**config.mk**
```make
export PLATFORM = sky130hd
export DESIGN_NAME = timer_ctrl
export DESIGN_NICKNAME = d
export VERILOG_FILES = /design/src/rtl/timer_ctrl.sv
export SDC_FILE = /design/constraint.sdc
export NUM_CORES = 1
export LEC_CHECK = 0
export CORE_MARGIN = 2
export CORE_UTILIZATION = 42
export DETAILED_ROUTE_END_ITERATION = 10
export PLACE_DENSITY_LB_ADDON = 0.2
export SETUP_SLACK_MARGIN = 0.1
export SYNTH_ARGS = -nofsm -noshare
export SYNTH_HDL_FRONTEND = slang
export SYNTH_SLANG_ARGS = --single-unit
```
**constraint.sdc**
```tcl
create_clock -name clock -period 2.3 [get_ports clock]
set_input_delay 0.46 -clock clock [delete_from_list [all_inputs] [get_ports clock]]
set_output_delay 0.46 -clock clock [all_outputs]
set_load 0.01 [all_outputs]
```
**src/rtl/timer_ctrl.sv**
```systemverilog
// BCD mm:ss-style countdown (tens 0..5, ones 0..9) with a start/pause/cancel FSM and prescaled one-second tick.
// Optional alarm pulse on reaching DONE is built only when TIMER_ALARM_EN is defined.
//
// state   | meaning
// --------+-------------------------------------------------------------
// IDLE    | time may be loaded; start with non-zero time begins counting
// RUN     | prescaler counts, time decrements once per TICK_DIV cycles
// PAUSED  | prescaler and time frozen until start or cancel
// DONE    | time reached 00; start or cancel returns to IDLE
module timer_ctrl #(
    parameter int unsigned TICK_DIV  = 4,
    parameter int unsigned ALARM_LEN = 8
) (
    input  logic       clock,
    input  logic       clr,
    input  logic       start,
    input  logic       pause,
    input  logic       cancel,
    input  logic       load_en,
    input  logic [2:0] load_tens,
    input  logic [3:0] load_ones,
    output logic [2:0] tens,
    output logic [3:0] ones,
    output logic [1:0] state,
    output logic       tick,
    output logic       zero,
    output logic       done,
    output logic       alarm
);

    typedef enum logic [1:0] {
        ST_IDLE   = 2'd0,
        ST_RUN    = 2'd1,
        ST_PAUSED = 2'd2,
        ST_DONE   = 2'd3
    } state_t;

    localparam int unsigned PW = (TICK_DIV > 2) ? $clog2(TICK_DIV) : 1;
    localparam logic [PW-1:0] PRESC_MAX = PW'(TICK_DIV - 1);
    localparam logic [PW-1:0] PRESC_ONE = PW'(1);

    generate
        if (TICK_DIV < 2 || TICK_DIV > 65535) begin : g_bad_tick_div
            $error("timer_ctrl: TICK_DIV out of range 2..65535");
        end
        if (ALARM_LEN < 1 || ALARM_LEN > 255) begin : g_bad_alarm_len
            $error("timer_ctrl: ALARM_LEN out of range 1..255");
        end
    endgenerate

    state_t          state_q, state_d;
    logic [2:0]      tens_q, tens_d;
    logic [3:0]      ones_q, ones_d;
    logic [PW-1:0]   presc_q, presc_d;
    logic            tick_q, tick_d;
    logic            done_q, done_d;

    logic            due;
    logic            dec_to_zero;
    logic [2:0]      dec_tens;
    logic [3:0]      dec_ones;

    assign zero = (tens_q == 3'd0) && (ones_q == 4'd0);

    always_comb begin
        due         = (presc_q == PRESC_MAX);
        dec_to_zero = (tens_q == 3'd0) && (ones_q == 4'd1);
        dec_tens    = tens_q;
        dec_ones    = ones_q - 4'd1;
        if (ones_q == 4'd0) begin
            dec_ones = 4'd9;
            dec_tens = tens_q - 3'd1;
        end
    end

    always_comb begin
        state_d = state_q;
        tens_d  = tens_q;
        ones_d  = ones_q;
        presc_d = presc_q;
        tick_d  = 1'b0;

        case (state_q)
            ST_IDLE: begin
                // A load in the same cycle as start wins, so RUN is never entered with a stale 00.
                if (cancel) begin
                    tens_d = 3'd0;
                    ones_d = 4'd0;
                end else if (load_en) begin
                    tens_d = (load_tens > 3'd5) ? 3'd5 : load_tens;
                    ones_d = (load_ones > 4'd9) ? 4'd9 : load_ones;
                end else if (start && !pause && !zero) begin
                    state_d = ST_RUN;
                    presc_d = '0;
                end
            end
            ST_RUN: begin
                if (cancel) begin
                    state_d = ST_IDLE;
                    tens_d  = 3'd0;
                    ones_d  = 4'd0;
                    presc_d = '0;
                end else begin
                    if (due) begin
                        presc_d = '0;
                        tick_d  = 1'b1;
                        tens_d  = dec_tens;
                        ones_d  = dec_ones;
                    end else if (!pause) begin
                        presc_d = presc_q + PRESC_ONE;
                    end
                    if (due && dec_to_zero) begin
                        state_d = ST_DONE;
                    end else if (pause) begin
                        state_d = ST_PAUSED;
                    end
                end
            end
            ST_PAUSED: begin
                if (cancel) begin
                    state_d = ST_IDLE;
                    tens_d  = 3'd0;
                    ones_d  = 4'd0;
                    presc_d = '0;
                end else if (start && !pause) begin
                    state_d = ST_RUN;
                end
            end
            ST_DONE: begin
                if (cancel || (start && !pause)) begin
                    state_d = ST_IDLE;
                    presc_d = '0;
                end
            end
            default: begin
                state_d = ST_IDLE;
            end
        endcase

        done_d = (state_d == ST_DONE);
    end

    always_ff @(posedge clock or posedge clr) begin
        if (clr) begin
            state_q <= ST_IDLE;
            tens_q  <= 3'd0;
            ones_q  <= 4'd0;
            presc_q <= '0;
            tick_q  <= 1'b0;
            done_q  <= 1'b0;
        end else begin
            state_q <= state_d;
            tens_q  <= tens_d;
            ones_q  <= ones_d;
            presc_q <= presc_d;
            tick_q  <= tick_d;
            done_q  <= done_d;
        end
    end

    assign tens  = tens_q;
    assign ones  = ones_q;
    assign state = state_q;
    assign tick  = tick_q;
    assign done  = done_q;

`ifdef TIMER_ALARM_EN
    logic       alarm_q, alarm_d;
    logic [7:0] alarm_cnt_q, alarm_cnt_d;

    // Down-counter loaded on DONE entry; alarm stays high while the count has not run out.
    always_comb begin
        alarm_d     = 1'b0;
        alarm_cnt_d = 8'd0;
        if (state_d == ST_DONE) begin
            if (state_q != ST_DONE) begin
                alarm_d     = 1'b1;
                alarm_cnt_d = 8'(ALARM_LEN - 1);
            end else if (alarm_cnt_q != 8'd0) begin
                alarm_d     = 1'b1;
                alarm_cnt_d = alarm_cnt_q - 8'd1;
            end
        end
    end

    always_ff @(posedge clock or posedge clr) begin
        if (clr) begin
            alarm_q     <= 1'b0;
            alarm_cnt_q <= 8'd0;
        end else begin
            alarm_q     <= alarm_d;
            alarm_cnt_q <= alarm_cnt_d;
        end
    end

    assign alarm = alarm_q;
`else
    assign alarm = 1'b0;
`endif

endmodule

```
### Yosys cells after proc, flatten, opt, wreduce, memory -nomap -nowiden

Index checks and enable logic that the tools add are counted.

* register bits after elaboration: 13
* bits in latches: 0
* memory bits (writable): 0
* bits in read-only memories: 0
* word-level logic and storage cells: 79
* memories kept: 0

* add/subtract/negate cells: 3
* multipliers: 0
* div/mod/pow operators: 0
* order comparisons: 2
* equal/unequal tests: 15
* shift-type cells: 0
* muxes and demuxes: 38
* bitwise operators: 0
* reduce and logical (&&, ||, !) cells: 15

Operator list (count)
* $mux 2: 17
* $mux 4: 7
* $mux 3: 7
* $pmux 2 s4: 2
* $pmux 4 s3: 1
* $ne 2x2->1 const B: 5
* $ne 3x3->1 const B: 3
* $pmux 3 s3: 1
* $eq 2x2->1 const B: 4
* $reduce_and 6->1: 1
* $logic_and 1x1->1: 5
* $reduce_and 5->1: 1
* $eq 4x1->1 const B: 1
* $gt 4x4->1 const B: 1
* $logic_not 4->1: 1
* $ne 4x4->1 const B: 1
* $reduce_and 4->1: 1
* $sub 4x1->4 const B: 1
* $gt 3x3->1 const B: 1
* $logic_not 3->1: 1
* $mux 1: 3
* $reduce_bool 3->1: 1
* $sub 3x1->3 const B: 1
* $add 2x1->2 const B: 1
* other kinds (4): 5

### Longest topological paths before layout

Gate-level depths: netlist of run 1.

* depth in word-level cells: 9
* gate-level depth with buffers: 7

### Worst setup path before layout of run 1

Ideal clock, no wire load.

* path type: register to register
* start point: register state_q[1], in the netlist state[1]
* end point: register ones_q[0], in the netlist ones[0]
* data arrival time: 1.723 ns
* required time: 2.173 ns
* slack: 0.450 ns
* cell stages (with the launch flop): 8
* buffers on the path: 1
* clock period less this slack: 1.850 ns
* cell sequence: dfrtp_1 inv_1 ha_1 buf_2 nand2b_1 nor2_1 nor3_2 mux2_1

* longest elaborated chain between the ends: 3

Ends and longest elaborated chain
* from (decl): RTL line 51 `state_t state_q, state_d;`
* from (signal assigned): RTL line 152 `state_q <= state_d;`
* $eq 2x1->1 (tied with other cells): RTL line 83 `case (state_q)`
* $ne 3x3->1 (no source line) (tied with other cells)
* $reduce_and 4->1 (no source line)
* to (signal assigned): RTL line 154 `ones_q <= ones_d;`
* to (decl): RTL line 53 `logic [3:0] ones_q, ones_d;`

Parallel ways exist; a longest one is shown, timed or not.
A chain may end at the register's enable or synchronous reset.

### Final worst setup path of run 1

* start point: register tens_q[0], in the netlist tens[0]
* end point: output port zero

* longest elaborated chain between the ends: 2

Ends and longest elaborated chain
* from (decl): RTL line 52 `logic [2:0] tens_q, tens_d;`
* from (signal assigned): RTL line 153 `tens_q <= tens_d;`
* $logic_not 3->1: RTL line 63 `assign zero = (tens_q == 3'd0) && (ones_q == 4'd0);`
* $logic_and 1x1->1: RTL line 63
* to (decl): RTL line 26 `output logic zero,`

No other way between the ends.

==> flow_summary.json, run 1 <==
{
  "status": "finished clean",
  "grtUsageMet3": 0.0328,
  "antenna_found_initial": 0,
  "grt_use_met2": 0.308,
  "fin_skew_ns": 0.00480,
  "slew_headroom": 0.658,
  "cp_max_fo": 4,
  "ys_seq_elements": 13,
  "final.min_clock_period_ns": 2.12,
  "rows": 18,
  "slowest_delay_ns": 0.41,
  "hp-class": "reg2reg",
  "htree_levels": 1,
  "grt_max_degree": 14,
  "viasPerCell": 5.74,
  "slew_viol_final": 0,
  "top_level_ports": 26,
  "ys_types": 53,
  "routed_wl_mm": 2.65,
  "cts.sinks": 13,
  "finalPower_w": 0.00167,
  "syn2layout_area_growth_pct": 29.8,
  "hold_viol_final": 0,
  "drcViolationCount": 0,
  "synthFlopType": "dfrtp_1",
  "die_w_um": 55.4,
  "worst-endpoint-required_ns": 1.84,
  "die-area_um2": 3070,
  "grt_setup_unrepaired": "false",
  "fmax_mhz": 472,
  "initial_core_util": 0.444,
  "ctsRootBufferMaster": "clkbuf_4",
  "final_cells": 178,
  "synth-edff-count": 0,
  "setup-tns-final_ns": 0,
  "io_buffers": 24,
  "syn-cell-area_um2": 1110,
  "gp_congestion": 0.862,
  "place_inst": 173,
  "vias": 1021,
  "insertion_delay_ns": 0.27,
  "clockBufferDepth": 2,
  "cts_buffers": 3,
  "drtPass1Iterations": 4,
  "path_cells": "inv_1 -> ha_1 -> ha_4 -> and4bb_4 -> dlygate4sd2_1",
  "tightest_slew_ns": 0.512,
  "worstSetupStartpointType": "flip-flop",
  "gr-usage-all-layers": 0.186,
  "yosysSeqAreaShare": 0.293,
  "finalCritPeriodShare": 0.921,
  "setup_viol": 0,
  "grt_pass1_wl_mm": 4.62,
  "grt_overflow": 0,
  "criticalPathCategory": "reg2out",
  "powerDensity_nw_per_um2": 1150,
  "grt_pass1_vias": 1017,
  "vdd_drop_max_mv": 0.685,
  "antenna_cells": 0,
  "yosysWarnings": 0,
  "syn_nets": 143,
  "power_leakage_nw": 0.644,
  "grt_use_met1": 0.241,
  "ant_nets": 0,
  "grt_busiest_layer": "met2",
  "drv_cap": 0,
  "nets": 173,
  "critPathCaptureType": "primary output",
  "wl_per_cell_um": 14.9,
  "core_um2": 2500,
  "drt_iter0_markers": 19,
  "dpl.hpwl_mm": 2.06,
  "drive_gt1_frac": 0.115,
  "tritoncts": "yes",
  "async_flop_share": 1.00,
  "cts_hold_buf": 0,
  "die_h_um": 55.4,
  "netlist_instances": 119,
  "synth_area_per_cell_um2": 9.34,
  "cpMaxStageDelayCell": "dfrtp_1",
  "cp.arrival_ns": 1.66,
  "clkTransAtPathRegs_ns": 0.08
}
[power by group]
| part | switching, W | internal (W) | total (W) |
|---|---|---|---|
| sequential | 0.0000917 | 0.000303 | 0.000395 |
| combinational | 0.000566 | 0.000559 | 0.00113 |
| clock | 0.0000777 | 0.0000671 | 0.000145 |
[layer usage]
layer | vias up | share of wire
met1 | 487 | 0.46
met5 | - | 0
li1 | 503 | -
met3 | 4 | 0.040
met2 | 27 | 0.49
met4 | 0 | 0.011
[logic make-up (layout without fill, tap and decap cells)]
| group | count (synthesis) | after routing | share of synthesized area |
|---|---|---|---|
| AOI/OAI and AO/OA | 41 | 41 | 0.297 |
| buffers and inverters | 18 | 47 | 0.0664 |
| other | 1 | 1 | 0.00338 |
| DFF | 13 | 13 | 0.293 |
| and+or+nand+nor | 32 | 32 | 0.187 |
| muxes | 3 | 3 | 0.0293 |
| adders and majority gates | 11 | 11 | 0.124 |
[final cells by class]
| type | instances | area, µm² |
|---|---|---|
| fill | 228 | 1060 |
| multi-input combinational | 88 | 724 |
| sequential | 13 | 325 |
| timing repair buffer | 29 | 277 |
| inverter | 14 | 52.6 |
| tap | 30 | 37.5 |
| clock buffer | 4 | 26.3 |
[cells in the final DEF, fill, tap and decap left out, types with 2 or more instances in the layout]
| cell | n |
|---|---|
| o21a_1 | 2 |
| clkbuf_4 | 3 |
| nand2_1 | 2 |
| inv_1 | 14 |
| o22ai_1 | 2 |
| buf_4 | 5 |
| a211oi_1 | 2 |
| a32o_1 | 3 |
| nand2b_1 | 2 |
| nor2b_1 | 3 |
| a21oi_1 | 7 |
| mux2_1 | 2 |
| nor3_1 | 3 |
| clkdlybuf4s50_1 | 23 |
| ha_1 | 10 |
| dfrtp_1 | 13 |
| o31ai_1 | 2 |
| nor2_1 | 10 |
| o21ai_1 | 2 |
| o41ai_1 | 2 |
[sequential cells by signal, summed over array words and instances (netlist names)]
register / flops
state: 2
tens: 3
done: 1
ones: 4
tick: 1
presc_q: 2
[synthesized netlist by cell type, drive strengths merged, types with 2 or more instances]
cell type,n,area [µm²]
o21ai,3,15.0
nand2b,2,12.5
buf,3,17.5
dfrtp,13,325
inv,14,52.6
nor2,10,37.5
o41ai,2,17.5
a211oi,2,15.0
mux2,2,22.5
a21oi,8,43.8
nor3b,2,26.3
a32o,3,30.0
nor3,4,25.0
o31ai,3,36.3
nor2b,3,18.8
o21a,2,15.0
and4bb,2,28.8
o22ai,2,12.5
ha,11,138
nand2,2,7.51
[final timing paths]
| path | cells past startpoint | from | slack, ns | to |
|---|---|---|---|---|
| max | 5 | tens[0]$_DFFE_PP0P_ | 0.18 | zero |
| min | 1 | presc_q[1]$_DFFE_PP0P_ | 0.50 | presc_q[1]$_DFFE_PP0P_ |
| max reg2reg | 6 | state[0]$_DFF_PP0_ | 0.33 | ones[0]$_DFFE_PP0P_ |
| min reg2reg | 1 | presc_q[1]$_DFFE_PP0P_ | 0.50 | presc_q[1]$_DFFE_PP0P_ |
| max in group asynchronous | 2 | clr | 1.45 | tens[2]$_DFFE_PP0P_ |
| min in group asynchronous | 2 | clr | 0.51 | done$_DFF_PP0_ |
[stage by stage]
stage / setup slack (ns) / hold WS [ns] / instance area [µm²] / utilization
6_report: 0.181 / 0.503 / 1440 / 0.577
5_1_grt: 0.110 / 0.544 / 1440 / 0.577
4_1_cts: 0.130 / 0.511 / 1430 / 0.570
3_5_place_dp: 0.152 / 0.492 / 1400 / 0.559
3_3_place_gp: 0.175 / 0.482 / 1400 / 0.559
2_1_floorplan: 0.450 / 0.337 / 1110 / -
[worst max-delay path: cells and delay by family, from the launching register on]
family | cells | cell delay (ns)
fa+ha+maj | 2 | 0.36
flops | 1 | 0.41
buf+inv | 2 | 0.34
simple gates | 1 | 0.28
[repair_timing]
item,4_1_cts,5_1_grt
gates resized for setup,2,1
endpoints found under the setup margin,1,1
hold endpoints to repair,0,0
setup buffers,0,1
Note: power is estimated with default switching activity, not from simulation.
==> inputs of run 2 (changes only) <==
- SETUP_SLACK_MARGIN: 0.1 -> not set
- TNS_END_PERCENT: not set -> 1
==> run 2 against run 1 <==
Combinational power shrank 4%. Fmax shrank 1.7%. Worst setup slack lost 0.038 ns. Sequential power is essentially flat. Clock-buffer cell count is the same. Die area is the same. Flip-flop and latch count is the same. Final cell count shrank 0.56%. Largest cell class unchanged.
==> flow_summary.json, run 2 (synthesized netlist as in run 1, its figures left out) <==
{
  "die_w_um": 55.4,
  "hold_slack_ns": 0.503,
  "slew_headroom": 0.650,
  "hold_viol_final": 0,
  "finalCritPeriodShare": 0.938,
  "cp.arrival_ns": 1.70,
  "wl_per_cell_um": 14.9,
  "path_cells": "inv_1 -> ha_1 -> ha_2 -> and4bb_4 -> dlygate4sd2_1",
  "post_cts_resized": 2,
  "worstSetupStartpointType": "flip-flop",
  "regArea_um2": 325,
  "slew_viol_final": 0,
  "criticalPathCategory": "reg2out",
  "gp_congestion": 0.862,
  "power_leakage_nw": 0.637,
  "clockBufferDepth": 2,
  "tritoncts": "yes",
  "grt_max_degree": 14,
  "drtPass1Iterations": 4,
  "cts_buffers": 3,
  "io_buffers": 24,
  "setup_viol": 0,
  "setup_slack_ns": 0.143,
  "powerDensity_nw_per_um2": 1140,
  "grt_pass1_wl_mm": 4.62,
  "drv_cap": 0,
  "cts.sinks": 13,
  "rows": 18,
  "antenna_cells": 0,
  "tightest_slew_ns": 0.524,
  "grt_setup_unrepaired": "false",
  "drcViolationCount": 0,
  "worst-endpoint-required_ns": 1.84,
  "clkTransAtPathRegs_ns": 0.08,
  "drive_gt1_frac": 0.109,
  "fin_skew_ns": 0.00601,
  "gr-usage-all-layers": 0.186,
  "top_level_ports": 26,
  "insertion_delay_ns": 0.28,
  "grt_pass1_vias": 1017,
  "final_common_cell": "clkdlybuf4s50_1",
  "routed_wl_mm": 2.63,
  "vias": 1011,
  "fmax_mhz": 464,
  "viasPerCell": 5.71,
  "place_ws_ns": 0.152,
  "grt_overflow": 0,
  "critPathCaptureType": "primary output",
  "postCtsSetupBuffers": 0,
  "initial_core_util": 0.444,
  "filler_cell_count": 231,
  "cpMaxStageDelayCell": "dfrtp_1",
  "core_um2": 2500,
  "cp_max_fo": 4,
  "die_h_um": 55.4,
  "finalPower_w": 0.00163,
  "final.min_clock_period_ns": 2.16,
  "ant_nets": 0,
  "status": "finished clean",
  "nets": 172,
  "vdd_drop_max_mv": 0.654,
  "multi_input_area_um2": 714,
  "die-area_um2": 3070,
  "syn2layout_area_growth_pct": 28.3,
  "largest_reg_flops": 4,
  "cts_hold_buf": 0,
  "ctsRootBufferMaster": "clkbuf_4",
  "htree_levels": 1,
  "antenna_found_initial": 0,
  "slowest_delay_ns": 0.41,
  "setup-tns-final_ns": 0,
  "final_cell_mix": "23 x clkdlybuf4s50_1, 14 x inv_1, 13 x dfrtp_1, 10 x nor2_1, 10 x ha_1",
  "dpl.hpwl_mm": 2.06,
  "hp-class": "reg2reg",
  "drt_iter0_markers": 19
}
-- run 2: path summary, 6_finish.rpt --
path	from	endpoint	slack [ns]	cells past startpoint
max	tens[0]$_DFFE_PP0P_	zero	0.14	5
min	presc_q[1]$_DFFE_PP0P_	presc_q[1]$_DFFE_PP0P_	0.50	1
max reg2reg	state[0]$_DFF_PP0_	ones[0]$_DFFE_PP0P_	0.32	6
min reg2reg	presc_q[1]$_DFFE_PP0P_	presc_q[1]$_DFFE_PP0P_	0.50	1
max in group asynchronous	clr	tick$_DFF_PP0_	1.43	2
min in group asynchronous	clr	done$_DFF_PP0_	0.51	2
-- run 2: layer usage --
layer | part of all wire | track usage | vias up
met4 | 0.011 | 0.0697 | 0
met3 | 0.038 | 0.0328 | 4
met2 | 0.49 | 0.308 | 25
met1 | 0.46 | 0.241 | 480
met5 | 0 | 0 | -
li1 | - | - | 502
-- run 2: worst max-delay path: cells and delay by family (launching register included) --
family	cells	cell delay, ns
fa+ha+maj	2	0.38
buf+inv	2	0.34
flops	1	0.41
simple gates	1	0.29
-- run 2: final cells by class --
| cell class | count | area share |
|---|---|---|
| inverters | 14 | 0.0369 |
| multi-input cells | 88 | 0.501 |
| flip-flops and latches | 13 | 0.228 |
| clock buffers | 4 | 0.0184 |
| repair buffers | 28 | 0.189 |
| well taps | 30 | 0.0263 |
-- run 2: report_power, final --
| group | switching, W | internal, W |
|---|---|---|
| sequential | 0.0000929 | 0.000303 |
| clock | 0.0000772 | 0.0000672 |
| combinational | 0.000555 | 0.000533 |
-- run 2: stage by stage --
stage / util / instances / instance area, µm²
4_1_cts: 0.570 / 177 / 1430
3_5_place_dp: 0.559 / 173 / 1400
2_1_floorplan: - / 119 / 1110
3_3_place_gp: 0.559 / 173 / 1400
6_report: 0.570 / 177 / 1430
5_1_grt: 0.570 / 177 / 1430
==> inputs of run 3 (changes only) <==
- CORE_UTILIZATION: 42 -> 30
- HOLD_SLACK_MARGIN: not set -> 0.05
==> run 3 against run 2 <==
Routed wire length is 6.8% higher. Worst setup slack better by 0.053 ns. Clock-buffer cell count is 1 lower. Critical path depth stayed put.
==> flow_summary.json, run 3 (synthesized netlist as in run 1, its figures left out) <==
{
  "status": "finished clean",
  "drcViolationCount": 0,
  "grtUsageMet3": 0.0278,
  "insertion_delay_ns": 0.25,
  "wl_per_cell_um": 14.3,
  "criticalPathCategory": "reg2out",
  "fmax_mhz": 475,
  "htree_levels": 1,
  "drtPass1Iterations": 4,
  "io_buffers": 24,
  "antenna_found_initial": 0,
  "die_h_um": 64.9,
  "final_area_um2": 1480,
  "final_cell_mix": "23 x clkdlybuf4s50_1, 14 x inv_1, 13 x dfrtp_1, 10 x nor2_1, 10 x ha_1",
  "final_common_cell": "clkdlybuf4s50_1",
  "setup_slack_ns": 0.196,
  "hold_slack_ns": 0.504,
  "grt_use_met2": 0.242,
  "r2r.worst_path.cells": 7,
  "fin_skew_ns": 0.0106,
  "nets": 174,
  "slew_viol_final": 0,
  "r2r_slack_ns": 0.29,
  "p_int_w": 0.000972,
  "worst-endpoint-required_ns": 1.84,
  "drt_iter0_markers": 51,
  "postCtsSetupBuffers": 0,
  "swShare": 0.432,
  "cts.sinks": 13,
  "grt_pass1_wl_mm": 4.76,
  "setup_viol": 0,
  "tightest_slew_ns": 0.552,
  "die_w_um": 64.9,
  "hp-class": "reg2reg",
  "largest_reg_flops": 4,
  "place_ws_ns": 0.146,
  "finalCritPeriodShare": 0.915,
  "cp.arrival_ns": 1.64,
  "gp_congestion": 0.907,
  "setup-tns-final_ns": 0,
  "grt_use_met1": 0.185,
  "gr-usage-all-layers": 0.146,
  "ctsRootBufferMaster": "clkbuf_8",
  "critPathCaptureType": "primary output",
  "routed_wl_mm": 2.81,
  "final.min_clock_period_ns": 2.10,
  "drive_gt1_frac": 0.128,
  "grt_overflow": 0,
  "grt_busiest_layer": "met2",
  "clockBufferDepth": 2,
  "clkTransAtPathRegs_ns": 0.07,
  "grt_setup_unrepaired": "false",
  "p_switching_w": 0.000741,
  "grt_max_degree": 14,
  "slew_headroom": 0.632,
  "placed_cell_area_um2": 1440,
  "initial_core_util": 0.308,
  "power_frac_seq": 0.232,
  "worstSetupStartpointType": "flip-flop",
  "rows": 22,
  "viasPerCell": 5.21,
  "cp_max_fo": 4,
  "dpl.hpwl_mm": 2.22,
  "comb_power_share": 0.645,
  "clkPwrFrac": 0.122,
  "syn2layout_area_growth_pct": 33.4,
  "min_path_cells": 1,
  "tritoncts": "yes",
  "die-area_um2": 4210,
  "vdd_drop_max_mv": 0.463,
  "vias": 1027,
  "cts_buffers": 3,
  "ant_nets": 0,
  "core_um2": 3610,
  "drv_cap": 0,
  "powerDensity_nw_per_um2": 1160,
  "grt_pass1_vias": 1053,
  "finalPower_w": 0.00171,
  "hold_viol_final": 0,
  "power_leakage_nw": 0.657,
  "antenna_cells": 0,
  "top_level_ports": 26
}
run 3: cell type report:
cell class / count / area, µm²
sequential: 13 / 325
timing repair buffer: 30 / 284
multi-input combinational: 88 / 714
inverter: 14 / 52.6
clock buffer: 3 / 41.3
tap: 48 / 60.1
fill: 347 / 2120
clock inverter: 1 / 5.00
run 3: worst max-delay path, stage by stage, from the launching register on:
cell	delay, ns
dfrtp_1	0.41
inv_1	0.07
ha_1	0.15
ha_2	0.21
and4bb_4	0.28
dlygate4sd2_1	0.27
run 3: what timing repair did:
action,4_1_cts,5_1_grt
gates resized for setup,2,0
hold buffers,0,0
endpoints found under the setup margin,1,0
run 3: path summary, 6_finish.rpt:
path | start | to
min in group asynchronous | clr | done$_DFF_PP0_
worst min register to register | presc_q[1]$_DFFE_PP0P_ | presc_q[1]$_DFFE_PP0P_
worst max register to register | state[1]$_DFF_PP0_ | tens[2]$_DFFE_PP0P_
worst min-delay path | presc_q[1]$_DFFE_PP0P_ | presc_q[1]$_DFFE_PP0P_
worst max-delay path | tens[0]$_DFFE_PP0P_ | zero
max in group asynchronous | clr | tens[1]$_DFFE_PP0P_
run 3: metrics by stage:
stage          utilization  instances
2_1_floorplan            -        119
5_1_grt              0.411        197
3_5_place_dp         0.398        193
4_1_cts              0.411        197
6_report             0.411        197
3_3_place_gp         0.398        193
run 3: routing by layer:
layer | up-vias | wire, µm | part of all wire
li1 | 503 | - | -
met1 | 489 | 1300 | 0.46
met4 | 0 | 55 | 0.020
met2 | 29 | 1320 | 0.47
met5 | - | 0 | 0
met3 | 6 | 133 | 0.047
run 3: power groups by stage:
stage	clock (W)	sequential [W]	combinational, W
detailed placement	0	0.000403	0.00111
CTS	0.000215	0.000399	0.00111
global route	0.000235	0.000415	0.00121
global placement	0	0.000400	0.00112
finish	0.000209	0.000398	0.00111
floorplan	0	0.000421	0.000678
